[src/rtl/ib_tx_arbiter.sv]
// Two-source arbiter for the IB expander's 4-phase byte channel (tx_data / available / ack_n).
// Each accepted valid/ready byte becomes one full exchange; stalled exchanges are aborted by a watchdog.
module ib_tx_arbiter #(
    parameter bit FAIR           = 1'b1,
    parameter int TIMEOUT_CYCLES = 737280,
    parameter int TW             = 20
) (
    input  logic       clk,
    input  logic       rst_n,
    input  logic [7:0] s0_data,
    input  logic       s0_valid,
    output logic       s0_ready,
    input  logic [7:0] s1_data,
    input  logic       s1_valid,
    output logic       s1_ready,
    output logic [7:0] m_data,
    output logic       m_available,
    input  logic       m_ack_n,
    output logic       busy,
    output logic       grant_id,
    output logic       timeout_err,
    output logic [7:0] drop_cnt,
    input  logic       clr_err
);

    typedef enum logic [1:0] {IDLE, PRESENT, RELEASE} state_t;

    localparam logic [TW-1:0] WD_LAST = TW'(TIMEOUT_CYCLES - 1);

    state_t          state_reg, state_next;
    logic [7:0]      m_data_reg, m_data_next;
    logic            m_available_reg, m_available_next;
    logic            grant_id_reg, grant_id_next;
    logic            last_reg, last_next;
    logic [TW-1:0]   wdog_reg, wdog_next;
    logic            timeout_err_reg, timeout_err_next;
    logic [7:0]      drop_cnt_reg, drop_cnt_next;

    logic [1:0]      src_valid;
    logic [7:0]      src_data [2];
    logic [1:0]      src_ready;
    logic            sel;
    logic            can_grant;
    logic            xfer;
    logic            abort;

    assign src_valid   = {s1_valid, s0_valid};
    assign src_data[0] = s0_data;
    assign src_data[1] = s1_data;

    // On contention the fair mode hands the channel to whichever source did not go last.
    always_comb begin
        if (s0_valid && s1_valid) begin
            sel = FAIR ? ~last_reg : 1'b0;
        end else begin
            sel = s1_valid;
        end
    end

    // A stale ack from the previous exchange blocks new grants until the expander releases it.
    assign can_grant = (state_reg == IDLE) && m_ack_n;

    genvar gi;
    generate
        for (gi = 0; gi < 2; gi++) begin : g_ready
            assign src_ready[gi] = can_grant && src_valid[gi] && (sel == 1'(gi));
        end
    endgenerate

    assign s0_ready = src_ready[0];
    assign s1_ready = src_ready[1];
    assign xfer     = |src_ready;

    always_comb begin
        state_next       = state_reg;
        m_data_next      = m_data_reg;
        m_available_next = m_available_reg;
        grant_id_next    = grant_id_reg;
        last_next        = last_reg;
        wdog_next        = wdog_reg;
        abort            = 1'b0;
        case (state_reg)
            IDLE: begin
                if (xfer) begin
                    m_data_next      = src_data[sel];
                    grant_id_next    = sel;
                    last_next        = sel;
                    m_available_next = 1'b1;
                    wdog_next        = '0;
                    state_next       = PRESENT;
                end
            end
            PRESENT: begin
                if (!m_ack_n) begin
                    m_available_next = 1'b0;
                    wdog_next        = '0;
                    state_next       = RELEASE;
                end else if (wdog_reg == WD_LAST) begin
                    m_available_next = 1'b0;
                    wdog_next        = '0;
                    abort            = 1'b1;
                    state_next       = RELEASE;
                end else begin
                    wdog_next = wdog_reg + TW'(1);
                end
            end
            RELEASE: begin
                if (m_ack_n) begin
                    state_next = IDLE;
                end
            end
            default: begin
                state_next       = IDLE;
                m_available_next = 1'b0;
            end
        endcase
    end

    // An abort in the same cycle as a clear leaves exactly one drop recorded.
    always_comb begin
        timeout_err_next = timeout_err_reg;
        drop_cnt_next    = drop_cnt_reg;
        if (abort) begin
            timeout_err_next = 1'b1;
            if (clr_err) begin
                drop_cnt_next = 8'd1;
            end else if (drop_cnt_reg != 8'hFF) begin
                drop_cnt_next = drop_cnt_reg + 8'd1;
            end
        end else if (clr_err) begin
            timeout_err_next = 1'b0;
            drop_cnt_next    = 8'd0;
        end
    end

    always_ff @(posedge clk or negedge rst_n) begin
        if (!rst_n) begin
            state_reg       <= IDLE;
            m_data_reg      <= 8'd0;
            m_available_reg <= 1'b0;
            grant_id_reg    <= 1'b0;
            last_reg        <= 1'b1;
            wdog_reg        <= '0;
            timeout_err_reg <= 1'b0;
            drop_cnt_reg    <= 8'd0;
        end else begin
            state_reg       <= state_next;
            m_data_reg      <= m_data_next;
            m_available_reg <= m_available_next;
            grant_id_reg    <= grant_id_next;
            last_reg        <= last_next;
            wdog_reg        <= wdog_next;
            timeout_err_reg <= timeout_err_next;
            drop_cnt_reg    <= drop_cnt_next;
        end
    end

    assign m_data      = m_data_reg;
    assign m_available = m_available_reg;
    assign grant_id    = grant_id_reg;
    assign timeout_err = timeout_err_reg;
    assign drop_cnt    = drop_cnt_reg;
    assign busy        = (state_reg != IDLE);

endmodule
[config.mk]
export PLATFORM = sky130hd
export DESIGN_NAME = ib_tx_arbiter
export DESIGN_NICKNAME = d
export VERILOG_FILES = /design/src/rtl/ib_tx_arbiter.sv
export SDC_FILE = /design/constraint.sdc
export NUM_CORES = 1
export LEC_CHECK = 0
export BUFFER_PORTS_ARGS = -buffer_cell sky130_fd_sc_hd__buf_2
export CAP_MARGIN = 20
export CORE_UTILIZATION = 50
export DETAILED_ROUTE_END_ITERATION = 10
export GPL_ROUTABILITY_DRIVEN = 1
export HOLD_SLACK_MARGIN = 0.12
export PLACE_DENSITY = 0.78
export SYNTH_ARGS = -nofsm -noshare
export SYNTH_HDL_FRONTEND = slang
export SYNTH_SLANG_ARGS = --single-unit
[constraint.sdc]
create_clock -name clk -period 2.2 [get_ports clk]
set_input_delay 0.33 -clock clk [delete_from_list [all_inputs] [get_ports clk]]
set_output_delay 0.33 -clock clk [all_outputs]
set_load 0.02 [all_outputs]
# Word-level counts from Yosys, hierarchy flattened
# Cells that the tools add are included.
[totals] wordCells=65 ff_bits=42 output_inout_bits=22 input_bits=22
[op_classes] magnitude_cmp=1 eq_ne=7 n_reduce_logical=17 n_mux=26 n_bitwise=4 add_sub_neg=2
[op_table] cell="two-way mux 20 bit" n=3
[op_table] cell="two-way mux 8 bit" n=7
[op_table] cell="one-hot mux 20 bit (2 select lines)" n=1
[op_table] cell="adder 20 x 1 -> 20 bit, second input constant" n=1
[op_table] cell="equality test 20 bit, second input constant" n=1
[op_table] cell="two-way mux 1 bit" n=9
[op_table] cell="adder 8 x 1 -> 8 bit, second input constant" n=1
[op_table] cell="two-way mux 2 bit" n=4
[op_table] cell="inequality test 8 bit, second input constant" n=1
[op_table] cell="nonzero test 2 bit" n=4
[op_table] cell="logical AND 1 bit" n=6
[op_table] cell="one-hot mux 2 bit (3 select lines)" n=1
[op_table] cell="AND reduction 2 bit" n=3
[op_table] cell="AND reduction 3 bit" n=2
[op_table] cell="inequality test 2 bit, second input constant" n=2
[op_table] cell="inequality test 3 bit, second input constant" n=1
[op_table] cell="inverter 1 bit" n=3
[op_table] cell="one-hot mux 1 bit (3 select lines)" n=1
[op_table] cell="equality test 2 x 1 -> 1 bit, second input constant" n=1
[op_table] cell="equality test 2 bit, second input constant" n=1
[op_table] cell="greater-or-equal comparator 2 bit, second input constant" n=1
[op_table] cell="zero test 2 bit" n=1
[op_table] cell="inverter 1 -> 2 bit" n=1
[op_table] cell="OR reduction 2 bit" n=1

# Logic depth before layout (Yosys ltp)
[depth] word_depth=7 mapped_depth=7 ltp_nobuf=6

# Least setup slack after synthesis
# OpenSTA, ideal clock, no wires.
[synth_path] path_type="reg2reg" startpoint="register wdog_reg[0]" endpoint="register wdog_reg[8]" required_time_ns=2.070 path_buffers=1 setup_slack_ns=0.124 arrival_time_ns=1.946 synth_period_minus_slack_ns=2.076 setup_time_ns=0.130 stages_incl_launch_ff=8 cell_sequence="dfrtp_1 -> ha_1 -> nand3_1 -> nor4_2 -> a21oi_1 -> clkbuf_1 -> a21oi_1 -> mux2i_1"
[synth_via] elab_chain_len=4 word_cells_on_any_way=5 classes_between="add/sub: 1; eq/ne: 1; mux: 3"
[synth_rtl] element="start: declaration" line="35" source="logic [TW-1:0] wdog_reg, wdog_next;"
[synth_rtl] element="start signal: assignment" line="152" source="wdog_reg <= wdog_next;"
[synth_rtl] element="adder 20 x 1 -> 20 bit or equality test 20 bit (tied branches)" line="104, 98"
[synth_rtl] element="two-way mux 20 bit (*)" line="98" source="end else if (wdog_reg == WD_LAST) begin"
[synth_rtl] element="two-way mux 20 bit (*)" line="94" source="if (!m_ack_n) begin"
[synth_rtl] element="one-hot mux 20 bit (2 select lines) (*)" line="82" source="case (state_reg)"
# Every way passes the cells marked *; elsewhere a longest branch is shown, timed or not.
# A chain may end at the register's enable or synchronous reset.

# Worst setup path in the final report
[layout_path] startpoint="register wdog_reg[15]" endpoint="register drop_cnt_reg[4] (netlist: drop_cnt[4])"
[layout_via] elab_chain_len=6 word_cells_on_any_way=7 classes_between="eq/ne: 1; mux: 4; reduce/logical: 2"
[layout_rtl] element="equality test 20 bit (*)" line="98"
[layout_rtl] element="two-way mux 1 bit (*)" line="98"
[layout_rtl] element="two-way mux 1 bit (*)" line="94"
[layout_rtl] element="two-way mux 1 bit (*)" line="82"
[layout_rtl] element="nonzero test 2 bit (no line)"
[layout_rtl] element="AND reduction 2 bit (no line)"
[layout_rtl] element="end signal: assignment" line="154" source="drop_cnt_reg <= drop_cnt_next;"
[layout_rtl] element="end: declaration" line="37" source="logic [7:0] drop_cnt_reg, drop_cnt_next;"
# Marks and branches as above.

==> results.sh <==
export IMPL_status="complete, no violations"
export IMPL_regArea_mm2=0.00105
export IMPL_antenna_found_initial=0
export IMPL_multi_input_area_mm2=0.00116
export IMPL_synth_cells_most_frequent="dfrtp_1, a21oi_1, nor2_1, nand2_1, o21ai_0"
export IMPL_drive_gt1_share_pct=25.6
export IMPL_worstSetupPathType="reg -> reg"
export IMPL_ir_worst_vdd_mv=0.365
export IMPL_hold_class="in -> reg"
export IMPL_largest_reg_flops=20
export IMPL_worstPathRequired_ps=2440
export IMPL_r2r_end="drop_cnt[4]$_DFFE_PN0P_"
export IMPL_synth_most_common_cell="dfrtp_1"
export IMPL_fmax_ghz=0.498
export IMPL_final_core_util_pct=63.1
export IMPL_worst_slew_pin_slew_ps=673
export IMPL_grt_start_max_net_pins=28
export IMPL_yosysTopAreaCellShare_pct=44.8
export IMPL_cts_buffers=5
export IMPL_synth_top_area_cell="dfrtp_1"
export IMPL_rrSetupSlack_ps=190
export IMPL_dieArea_mm2=0.00486
export IMPL_grt_overflow=0
export IMPL_power_density_mw_per_mm2=811
export IMPL_syn_area_per_cell_um2=9.06
export IMPL_fp_dieH_um=69.7
export IMPL_track_usage_pct=23.9
export IMPL_skew_ps=7.97
export IMPL_endpoint_kind="register"
export IMPL_vias=2123
export IMPL_ant_nets=0
export IMPL_setup_tns_ps=0
export IMPL_async_flop_share_pct=100
export IMPL_drc=0
export IMPL_post_cts_buffers=0
export IMPL_reg2regPathDepth=5
export IMPL_period_share_pct=91.3
export IMPL_cts_root_buf="clkbuf_8"
export IMPL_grt_pass1_wl_mm=9.28
export IMPL_critPathMaxFanout=4
export IMPL_drt_first_pass_iters=4
export IMPL_avgRoutedWirePerCell_um=14.3
export IMPL_max_slew_margin_pct=54.7
export IMPL_fill_cells=374
export IMPL_synthCells=253
export IMPL_tritoncts="done"
export IMPL_port_buffers=43
export IMPL_start_util_pct=52.3
export IMPL_place_congestion=0.899
export IMPL_die_width_um=69.7
export IMPL_hold_end="last_reg$_DFFE_PN1P_"
export IMPL_cts_reportedPaths_clkPinSlew_ps=90
export IMPL_whs_path_depth=2
export IMPL_ys_warn_count=0
export IMPL_clock_path_buffers=2
export IMPL_fin_nets=336
export IMPL_cts_sinks=42
export IMPL_diodes=0
export IMPL_place_hpwl_mm=3.80
export IMPL_r2r_start="wdog_reg[15]$_DFFE_PN0P_"
export IMPL_rows=24
export IMPL_grt_pass1_vias=2077
export IMPL_cp_startpoint="wdog_reg[15]$_DFFE_PN0P_"
export IMPL_maxCapViolCount=0
export IMPL_syn_cell_area_mm2=0.00229
export IMPL_clk_latency_ps=310
export IMPL_fin_crit_ps=2010
export IMPL_synth_seq_cells=42
export IMPL_synth_edf_count=0
export IMPL_synthTopCellsByArea="dfrtp_1, mux2i_1, a21oi_1"
export IMPL_startpoint_type="register"
export IMPL_critPathArrivalTime_ps=2250
export IMPL_drt_wl_total_mm=5.21
export IMPL_core_area_mm2=0.00438
export IMPL_final_hold_viol_count=0
export IMPL_yosysSeqAreaShare_pct=45.9
export IMPL_synth_distinct_cells=43
export IMPL_vias_per_cell=5.82
export IMPL_p_leak_nw=1.29
export IMPL_ys_dominant_reg_cell="dfrtp_1"
export IMPL_hold_start="s0_valid"
export IMPL_drtIter0Drc=132
export IMPL_ios=44
export IMPL_syn_nets=277
export IMPL_rsz0062_at_grt="no"
export IMPL_cts_htree_levels=2
export IMPL_area_growth_pct=20.8
export IMPL_final_max_slew_viol_count=0
export IMPL_setup_violations=0
worst max-delay path by stage:
stage / end / slack (ps) / depth (start not counted)
4_1_cts: wdog_reg[18]$_DFFE_PN0P_ / 170 / 7
2_1_floorplan: wdog_reg[8]$_DFFE_PN0P_ / 120 / 7
3_3_place_gp: drop_cnt[4]$_DFFE_PN0P_ / 260 / 5
3_5_place_dp: wdog_reg[18]$_DFFE_PN0P_ / 180 / 7
5_1_grt: wdog_reg[8]$_DFFE_PN0P_ / 50 / 7
6_report: drop_cnt[4]$_DFFE_PN0P_ / 190 / 5
timing repair:
action	4_1_cts	5_1_grt
gates resized for setup	0	1
setup endpoints to repair	0	1
hold endpoints to repair	25	0
hold buffers	1	0
report_power, final:
part | internal, W | total, W | switching, W
sequential | 0.000902 | 0.000981 | 0.0000790
combinational | 0.000282 | 0.000753 | 0.000471
clock | 0.000223 | 0.000511 | 0.000288
placed cells by master (no fill, tap or decap), drive strengths merged, types with 3 or more instances in the layout:
cell type,instances
mux2i,14
nor2,26
and3,5
buf,61
a21o,3
xor2,3
nand3,17
dfrtp,41
inv,10
nand4,16
and2,5
nor4,6
o21ai,20
a21oi,26
nand2,23
clkbuf,5
per-stage QoR:
step	instances	power [W]	setup WS, ps	hold WS (ps)	cell area [µm²]
3_5_place_dp	355	0.00174	180	384	2650
5_1_grt	365	0.00238	45.9	220	2770
6_report	365	0.00224	192	205	2770
2_1_floorplan	253	0.00147	124	34.4	2290
3_3_place_gp	355	0.00172	260	378	2650
4_1_cts	364	0.00225	174	204	2750
worst max-delay path: stages (launching register included):
cell	delay [ps]
dfrtp_1	420
or4b_4	550
nor4_4	360
nand3_4	140
or3_1	330
a21oi_1	140
cell type report:
| class | count | area share [%] |
|---|---|---|
| well taps | 52 | 2.35 |
| clock inverters | 3 | 0.769 |
| clock buffers | 5 | 2.49 |
| multi-input cells | 191 | 42.0 |
| repair buffers | 62 | 13.0 |
| inverters | 10 | 1.36 |
| flip-flops and latches | 42 | 38.0 |
per-layer routing:
layer  routed length (µm)  vias to the layer above  GRT usage, %
li1                     -                     1035             -
met1                 2390                     1013          31.1
met2                 2510                       68          39.1
met3                  255                        7          4.07
met4                   56                        0          10.9
met5                    0                        -             0
cells by family (layout without fill, tap and decap cells):
| logic type | Yosys count | after routing | synth area share (%) |
|---|---|---|---|
| and+or+nand+nor | 110 | 110 | 26.7 |
| AOI/OAI and AO/OA | 62 | 62 | 15.5 |
| DFF | 42 | 42 | 45.9 |
| buffers and inverters | 20 | 80 | 3.61 |
| muxes | 14 | 14 | 6.12 |
| xor gates and xnor gates | 3 | 3 | 1.15 |
| adders and majority gates | 2 | 2 | 1.09 |
Power figures use the tool's default switching activity.
